$ cat src/rtl/log_compress_top.sv
// Log-compression stage: fixed-point log2 of each popped FIFO sample using the
// Mitchell approximation (leading-one index = integer part, bits below = fraction).
module log_compress_top #(
   parameter int DATA_WIDTH = 48,
   parameter int COMP_WIDTH = 24
) (
   input  logic                  clk,
   input  logic                  reset,
   input  logic [DATA_WIDTH-1:0] data_in,
   input  logic                  fifo_out_valid,
   output logic                  pre_in_ready,
   output logic [COMP_WIDTH-1:0] comp_out,
   output logic                  comp_valid
);

   localparam int IW = $clog2(DATA_WIDTH);
   localparam int FW = COMP_WIDTH - IW;

   logic                  accept;

   logic                  s1_valid;
   logic [DATA_WIDTH-1:0] s1_data;

   logic [IW-1:0]         lod_k;
   logic                  lod_z;

   logic                  s2_valid;
   logic                  s2_z;
   logic [IW-1:0]         s2_k;
   logic [DATA_WIDTH-1:0] s2_x;

   logic [FW-1:0]         frac_next;

   logic                  s3_valid;
   logic                  s3_z;
   logic [IW-1:0]         s3_k;
   logic [FW-1:0]         s3_frac;

   always_comb begin
      accept = pre_in_ready & fifo_out_valid;
   end

   // Priority encode: the highest set bit wins because it is written last.
   always_comb begin
      lod_k = '0;
      for (int unsigned i = 0; i < DATA_WIDTH; i++) begin
         if (s1_data[i]) begin
            lod_k = IW'(i);
         end
      end
      lod_z = (s1_data == '0);
   end

   // (x * 2^FW) >> k equals the left-normalised mantissa with the leading one
   // dropped: the low FW bits are the fraction, zero-filled or truncated as needed.
   always_comb begin
      frac_next = FW'({s2_x, {FW{1'b0}}} >> s2_k);
   end

   // Leading-one detect and normalising shift sit in separate stages so the
   // wide priority encoder and barrel shifter never share a register-to-register path.
   always_ff @(posedge clk or negedge reset) begin
      if (!reset) begin
         pre_in_ready <= 1'b0;
         s1_valid     <= 1'b0;
         s1_data      <= '0;
         s2_valid     <= 1'b0;
         s2_z         <= 1'b0;
         s2_k         <= '0;
         s2_x         <= '0;
         s3_valid     <= 1'b0;
         s3_z         <= 1'b0;
         s3_k         <= '0;
         s3_frac      <= '0;
         comp_valid   <= 1'b0;
         comp_out     <= '0;
      end else begin
         pre_in_ready <= 1'b1;

         s1_valid <= accept;
         if (accept) begin
            s1_data <= data_in;
         end

         s2_valid <= s1_valid;
         s2_z     <= lod_z;
         s2_k     <= lod_k;
         s2_x     <= s1_data;

         s3_valid <= s2_valid;
         s3_z     <= s2_z;
         s3_k     <= s2_k;
         s3_frac  <= frac_next;

         comp_valid <= s3_valid;
         if (s3_valid) begin
            comp_out <= s3_z ? '0 : {s3_k, s3_frac};
         end
      end
   end

endmodule

$ cat config.mk
export PLATFORM = sky130hd
export DESIGN_NAME = log_compress_top
export DESIGN_NICKNAME = d
export VERILOG_FILES = /design/src/rtl/log_compress_top.sv
export SDC_FILE = /design/constraint.sdc
export NUM_CORES = 1
export LEC_CHECK = 0
export CAP_MARGIN = 20
export CORE_UTILIZATION = 55
export CTS_CLUSTER_DIAMETER = 60
export DETAILED_ROUTE_END_ITERATION = 8
export PLACE_DENSITY = 0.88
export REMOVE_ABC_BUFFERS = 1
export SLEW_MARGIN = 15
export SYNTH_ARGS = -nofsm -noshare
export SYNTH_HDL_FRONTEND = slang
export SYNTH_SLANG_ARGS = --single-unit
export TNS_END_PERCENT = 20
$ cat constraint.sdc
create_clock -name clk -period 4 [get_ports clk]
set_clock_uncertainty 0.05 [all_clocks]
set_input_delay 1.2 -clock clk [delete_from_list [all_inputs] [get_ports clk]]
set_output_delay 1.2 -clock clk [all_outputs]
set_load 0.01 [all_outputs]
Yosys cells after proc, flatten, opt, wreduce, memory -nomap -nowiden
Index checks and enable logic that the tools add are counted.

Add/subtract/negate cells: 0. Multipliers: 0. Divide/modulo/power cells: 0. $lt $le $gt $ge: 0. Eq/ne operators: 0. Shift operators: 1. Mux-type cells: 48. Bitwise operators: 1. Reductions and logical operators: 1.

Operators by type and width (number): $mux W6 (46); $shr A66 B6 Y18 (1); $logic_not A48 Y1 (1); $mux W24 (1); $and A1 B1 Y1 (1); $mux W1 (1).

Flip-flop bits (word level): 157. Latch bits: 0. Bits in writable memories: 0. ROM bits: 0. Input port bits: 51. Output and inout port bits: 26. Word-level logic and storage cells: 64. Memories kept: 0.

Longest topological paths before layout
Word-level depth: 47. Gate-level depth with buffers: 9. Gate-level depth less buffers: 6.

Worst setup path before layout
Ideal clock, no wire load.

Path kind: input to register. From: in fifo_out_valid. To: reg s1_data[35]. Library setup time: 125 ps. Data arrival time: 2363 ps. Required time: 3825 ps. Path slack: 1462 ps. Stages on the path: 4. Cells stage by stage: nand2_1 -> clkbuf_1 -> buf_1 -> mux2_2.

Word-level cells in the longest chain between the ends: 1.

RTL lines: from (decl) (line 10) `input logic fifo_out_valid,`; $and A1 B1 Y1 (line 40) `accept = pre_in_ready & fifo_out_valid;`; to (signal assigned) (line 82) `s1_data <= data_in;`; to (decl) (line 22) `logic [DATA_WIDTH-1:0] s1_data;`.

Every way passes these cells. A chain may end at the register's enable or synchronous reset.

Worst setup path in the final report
From: reg s2_k[0]. To: reg s3_frac[12].

Word-level cells in the longest chain between the ends: 1.

RTL lines: from (decl) (line 29) `logic [IW-1:0] s2_k;`; from (signal assigned) (line 87) `s2_k <= lod_k;`; $shr A66 B6 Y18 (line 57) `frac_next = FW'({s2_x, {FW{1'b0}}} >> s2_k);`; net frac_next[12] (line 32) `logic [FW-1:0] frac_next;`; to (signal assigned) (line 93) `s3_frac <= frac_next;`; to (decl) (line 37) `logic [FW-1:0] s3_frac;`.

The timed path passes the listed nets, and every way through them passes these cells.

==> qor.yml <==
detailed_routing:
  detail_route.wl_per_cell_um: 19.0
  drc: 0
  top_layer: "met4"
  antenna_left: 0
  wl_met2_mm: 9.11
  drt_pre_antenna_iters: 5
  vias: 5969
  routed_wl_mm: 18.5
  first_iter_violations: 423
  wl_met3_mm: 1.05
  wl_met1_mm: 8.00
  avgViaCountPerCell: 6.12
worst_setup_path:
  cp_slowest_cell: "dfrtp_2"
  critical_path_peak_fanout: 28
  worstSetupEndpointType: "register"
  worstSetupPathType: "reg -> reg"
  start_kind: "register"
  r2r-end: "s3_frac[12]"
  timing.rr.start: "s2_k[0]"
  r2r_slack_ps: 1350
  cp.arrival_ps: 2900
  critPathLaunch: "s2_k[0]"
  slowest_delay_ps: 590
  r2r_cells: 8
  required_ps: 4250
  crit_chain: "buf_12 -> buf_4 -> mux4_2 -> nand2_1 -> nand2_1 -> a211oi_1 -> a211oi_1 -> a21o_1"
die:
  start_util_pct: 56.3
  rows: 44
  dieArea_um2: 15300
  die_h_um: 124
  io_pins: 77
  die_w_um: 124
  core-area_um2: 14500
finish:
  nets: 829
  stdcell_count: 975
  layout-drive-gt1-share_pct: 17.7
  syn2layout_area_growth_pct: 18.3
  antennaDiodeCount: 0
yosys:
  synth.avg_cell_area_um2: 11.4
  synth_edf_count: 0
  synth_top_cell_by_area: "dfrtp_1"
  synth.yosys.seq_area_share_pct: 48.2
  yosys-top-cells-area: "dfrtp_1 48%, mux4_2 9.4%, mux2_2 6.9%"
  async_flop_share_pct: 100
  syn-cell-area_um2: 8150
  yosys_warnings: 0
  synth_top_area_share_pct: 48.2
  synth.distinct_cells: 60
  synthTopCellsByCount: "157 x dfrtp_1, 68 x nand2_1, 53 x o21ai_0"
  synth_most_common_cell: "dfrtp_1"
  synth.ff_latch_count: 157
  synthCells: 715
  yosys_most_used_dff: "dfrtp_1"
timing:
  clock.fmax_mhz: 377
  worst_slew_pin_slew_ps: 772
  setup_viol: 0
  min_period_over_period_pct: 66.3
  max-slew-margin-rel_pct: 48.5
  min_period_ps: 2650
  hold_violations: 0
  rsz0062_at_grt: "false"
  finalSetupTns_ps: 0
  slew_viol_final: 0
global_route:
  antenna_found_initial: 0
  grt_overflow: 0
  grt_pass1_wl_mm: 30.3
  grt_max_degree: 86
  grt_use_total_pct: 26.3
  grt_pass1_vias: 5871
clocking:
  cts.path.max_buffers: 2
  clkLatencyLatePin_ps: 420
  cts_hold_buf: 0
  htree_levels: 4
  cts_buffers: 17
  cts-root-buf: "clkbuf_16"
  cts_tree: "yes"
  clkTransAtPathRegs_ps: 60
  postCtsSetupBuffers: 0
  cts_resized: 0
  clkSinkCount: 157
placement:
  io_buffers: 76
  gp_congestion: 0.923
  place_hpwl_mm: 13.1
  dp.cells: 942
power_and_ir_drop:
  leakage_nw: 3.98
  max-vdd-ir-drop_uv: 356
  p_per_area_nw_per_um2: 553
hold_path:
  holdPathStages: 0
  hold_start: "s2_valid"
  min_to: "s3_valid"
  holdCritPathClass: "reg -> reg"
job:
  max_cap_violations: 0
status:
  status: "finished clean"
critical path: cells and delay by family, from the launching register on:
kind                   cells  cell delay [ps]
AO/OA/AOI/OAI              3              540
buffers and inverters      2              580
flip-flops                 1              590
multiplexers               1              570
AND/OR/NAND/NOR            2              170
area by class of cell:
| cell class | instances | area (um^2) |
|---|---|---|
| fillers | 1050 | 4840 |
| well taps | 184 | 230 |
| flip-flops and latches | 157 | 3930 |
| inverters | 40 | 150 |
| multi-input cells | 473 | 3820 |
| repair buffers | 89 | 885 |
| clock buffers | 21 | 460 |
| clock inverters | 11 | 158 |
cell families (layout without fill, tap and decap cells):
logic type	Yosys count	after routing	synth area share (%)
compound gates	153	153	11.9
buf+inv	85	161	4.87
flops	157	157	48.2
mux	137	137	24.1
other cells	1	1	0.0460
simple gates	182	182	10.9
power by group:
part           internal, mW  total (mW)  switching [mW]
clock                  1.02        1.67           0.642
combinational         0.797        1.52           0.727
sequential             1.88        2.14           0.257
total                  3.70        5.33            1.63
metrics by stage:
stage	util (%)	setup WS [ps]	power [mW]	area (um^2)	hold WS, ps
final	66.5	1350	5.33	9630	305
after global routing	66.5	1110	5.61	9630	328
after CTS	66.4	990	5.34	9610	309
after detailed placement	62.1	1000	3.66	8990	296
after global placement	62.1	1090	3.61	8990	284
after floorplan	-	479	3.11	7900	281
metal layers:
metal | vias to the layer above | global-route usage (%)
met5 | - | 0
met4 | 0 | 10.3
met3 | 22 | 5.17
met2 | 227 | 41.3
met1 | 2970 | 36.0
li1 | 2750 | -
cell usage in the layout (no fill, tap or decap), types with 3 or more instances in the layout:
cell and n:
mux4_1 5, nor4_1 11, nor3_1 5, mux2_1 5, o221ai_1 4, clkbuf_16 17, dfrtp_1 155, mux2_2 50
a21oi_1 21, buf_4 11, mux4_2 34, a211oi_1 9, o21ai_1 10, a21o_1 3, a21boi_0 3, bufinv_16 3
o21bai_1 3, nand3b_1 25, nand4_1 3, nand3_1 10, o22ai_1 5, o21a_1 9, mux2_4 3, or3_1 7
a31oi_1 7, clkinv_4 4, nor2_1 39, o211ai_1 5, or4_1 4, mux2i_1 40, inv_1 35, clkdlybuf4s50_1 75
nand2b_1 3, clkinv_1 3, o21ai_0 53, nand2_1 68
state kept, by name (all words and copies together) (netlist names):
signal and cells:
comp_out 24, s3_z 1, s2_valid 1, s3_valid 1
s2_z 1, pre_in_ready 1, s3_frac 18, s1_data 48
s3_k 6, comp_valid 1, s1_valid 1, s2_k 6
s2_x 48
worst max-delay path by stage:
stage / slack (ps) / endpoint / cells past startpoint
5_1_grt: 1110 / s3_frac[14] / 8
3_3_place_gp: 1090 / s3_frac[12] / 7
6_report: 1350 / s3_frac[12] / 8
2_1_floorplan: 480 / s3_frac[8] / 6
4_1_cts: 990 / s3_frac[16] / 5
3_5_place_dp: 1000 / s3_frac[16] / 5
Note: power is estimated with default switching activity, not from simulation.
==> variant (config.mk and constraints unchanged) <==
Change the parameter `DATA_WIDTH` from 48 to 56.
--- a/src/rtl/log_compress_top.sv
+++ b/src/rtl/log_compress_top.sv
@@ -2,5 +2,5 @@
 // Mitchell approximation (leading-one index = integer part, bits below = fraction).
 module log_compress_top #(
-   parameter int DATA_WIDTH = 48,
+   parameter int DATA_WIDTH = 56,
    parameter int COMP_WIDTH = 24
 ) (
Interface: changed (resized data_in); port bits go from 77 to 85. No check against the original RTL was run, so the function may have changed too.
==> variant against the unedited design <==
Final cell count up 19%. Sequential cell count up 16. Wire length up 25%. Final area up 11%. Area after synthesis up 11%. Maximum frequency down 12%. Setup slack worse by 0.38 ns. Power up 12%. Synthesized cell count up 21%. Critical endpoint is now s3_frac[14]. Largest cell class unchanged.
==> variant: results <==
group,metric,value,unit
logic_synthesis,ys_types,62,
final_layout,inv_count,41,
power,p_leak,4.47,nW
final_layout,clkbuf_count,18,
logic_synthesis,synth_warnings,0,
clock_network,cts.clk_slew.worst_paths,0.07,ns
final_layout,buffers,107,
logic_synthesis,yosysSeqAreaShare,0.477,
final_layout,clkCellAreaFrac,0.0558,
routing,num_vias,7302,
critical_path,cpPeakStageDelay,0.81,ns
logic_synthesis,synth_flop_cell,"dfrtp_1",
clock_network,cts_max_path_buffers,2,
logic_synthesis,async_flop_share,1.00,
routing,dr.pass1.iters,7,
global_route,grt_pass1_wl,37.0,mm
final_layout,nFlopsAndLatches,173,
routing,wire_per_inst,19.9,µm
critical_path,cp_data_arrival_time,3.25,ns
placement,post-dp-hpwl,16.6,mm
critical_path,crit_family,"compound AO/OA/AOI/OAI gates",
placement,portBuffers,84,
clock_network,cts-resized-gates,0,
final_layout,buf_share,0.0971,
logic_synthesis,synthTopCellsByCount,"173 x dfrtp_1, 82 x mux2_2, 71 x nand2_1",
power,peakVddDrop,333,µV
critical_path,cp_max_fo,32,
global_route,antenna_found_initial,0,
clock_network,post_cts_buffers,0,
final_layout,fill_cells,1222,
final_layout,multi_input_area_share,0.403,
final_layout,reg_top3,"s1_data (56), s2_x (56), comp_out (24)",
global_route,grt_max_degree,77,
timing,tightest_slew,1.12,ns
final_layout,multi_input_cells,595,
min_path,min_path_type,"reg -> reg",
placement,gp_congestion,0.987,
routing,drtIter0Drc,647,
critical_path,critical_path.slowest_cell,"dfrtp_2",
clock_network,root_buffer,"clkbuf_16",
clock_network,htreeDepth,4,
final_layout,drive_gt1_frac,0.168,
final_layout,n_antenna_cell,0,
clock_network,numCtsBuffers,17,
global_route,grt_pass1_vias,6847,
logic_synthesis,ys_top_cells_by_area,"dfrtp_1 48%, mux2_2 10%, mux2i_1 5.4%, o21ai_0 3.9%, mux4_2 3.0%",
final_layout,nets,994,
status,status,"finished clean",
placement,pre_cts_ws,1.15,ns
global_route,grt_use_total,0.288,
clock_network,clk_latency,0.43,ns
final_layout,seqAreaFraction,0.405,
-- variant: cell count changes in the layout (fill, tap and decap cells not counted), moves of 8 or more --
cell and delta:
a22oi_1 +14, o211ai_1 +10, mux4_2 -22, o22ai_1 +19
nor2_1 +25, buf_4 +10, o21ai_0 +17, mux2i_1 +9
a221oi_1 +11, dfrtp_1 +16, mux2_2 +32, clkdlybuf4s50_1 +8
o21ai_1 -9
-- variant: per-stage QoR --
step | std cells | cell area, µm²
floorplan | 809 | 8790
global placement | 1132 | 10100
detailed placement | 1132 | 10100
CTS | 1164 | 10700
global route | 1164 | 10700
finish | 1164 | 10700
-- variant: path summary, 6_finish.rpt --
| check | slack [ns] | end | from | cells past startpoint |
|---|---|---|---|---|
| max in group asynchronous | 2.42 | comp_out[22] | reset | 2 |
| min in group asynchronous | 0.76 | s2_x[54] | reset | 1 |
| max | 0.97 | s3_frac[14] | s2_k[0] | 6 |
| min reg2reg | 0.30 | s3_valid | s2_valid | 0 |
| min | 0.30 | s3_valid | s2_valid | 0 |
| max reg2reg | 0.97 | s3_frac[14] | s2_k[0] | 6 |
-- variant: routing by layer --
metal	track usage	share of wire	wire length (µm)	vias to the layer above
met2	0.463	0.48	11100	339
met4	0.125	0.032	744	0
met1	0.378	0.42	9630	3548
met5	0	0	0	-
li1	-	-	-	3358
met3	0.0631	0.074	1710	57
-- variant: report_power, final --
group	leakage [nW]	internal [mW]	switching [mW]	total, mW
Clock	0.284	0.949	0.706	1.66
Combinational	2.14	0.918	1.03	1.94
Sequential	2.05	2.08	0.293	2.37
-- variant: kinds of logic after synthesis --
family,share of synthesized area
flops,0.477
mux,0.187
simple gates,0.117
compound gates,0.170
other cells,0.000413
buf+inv,0.0488
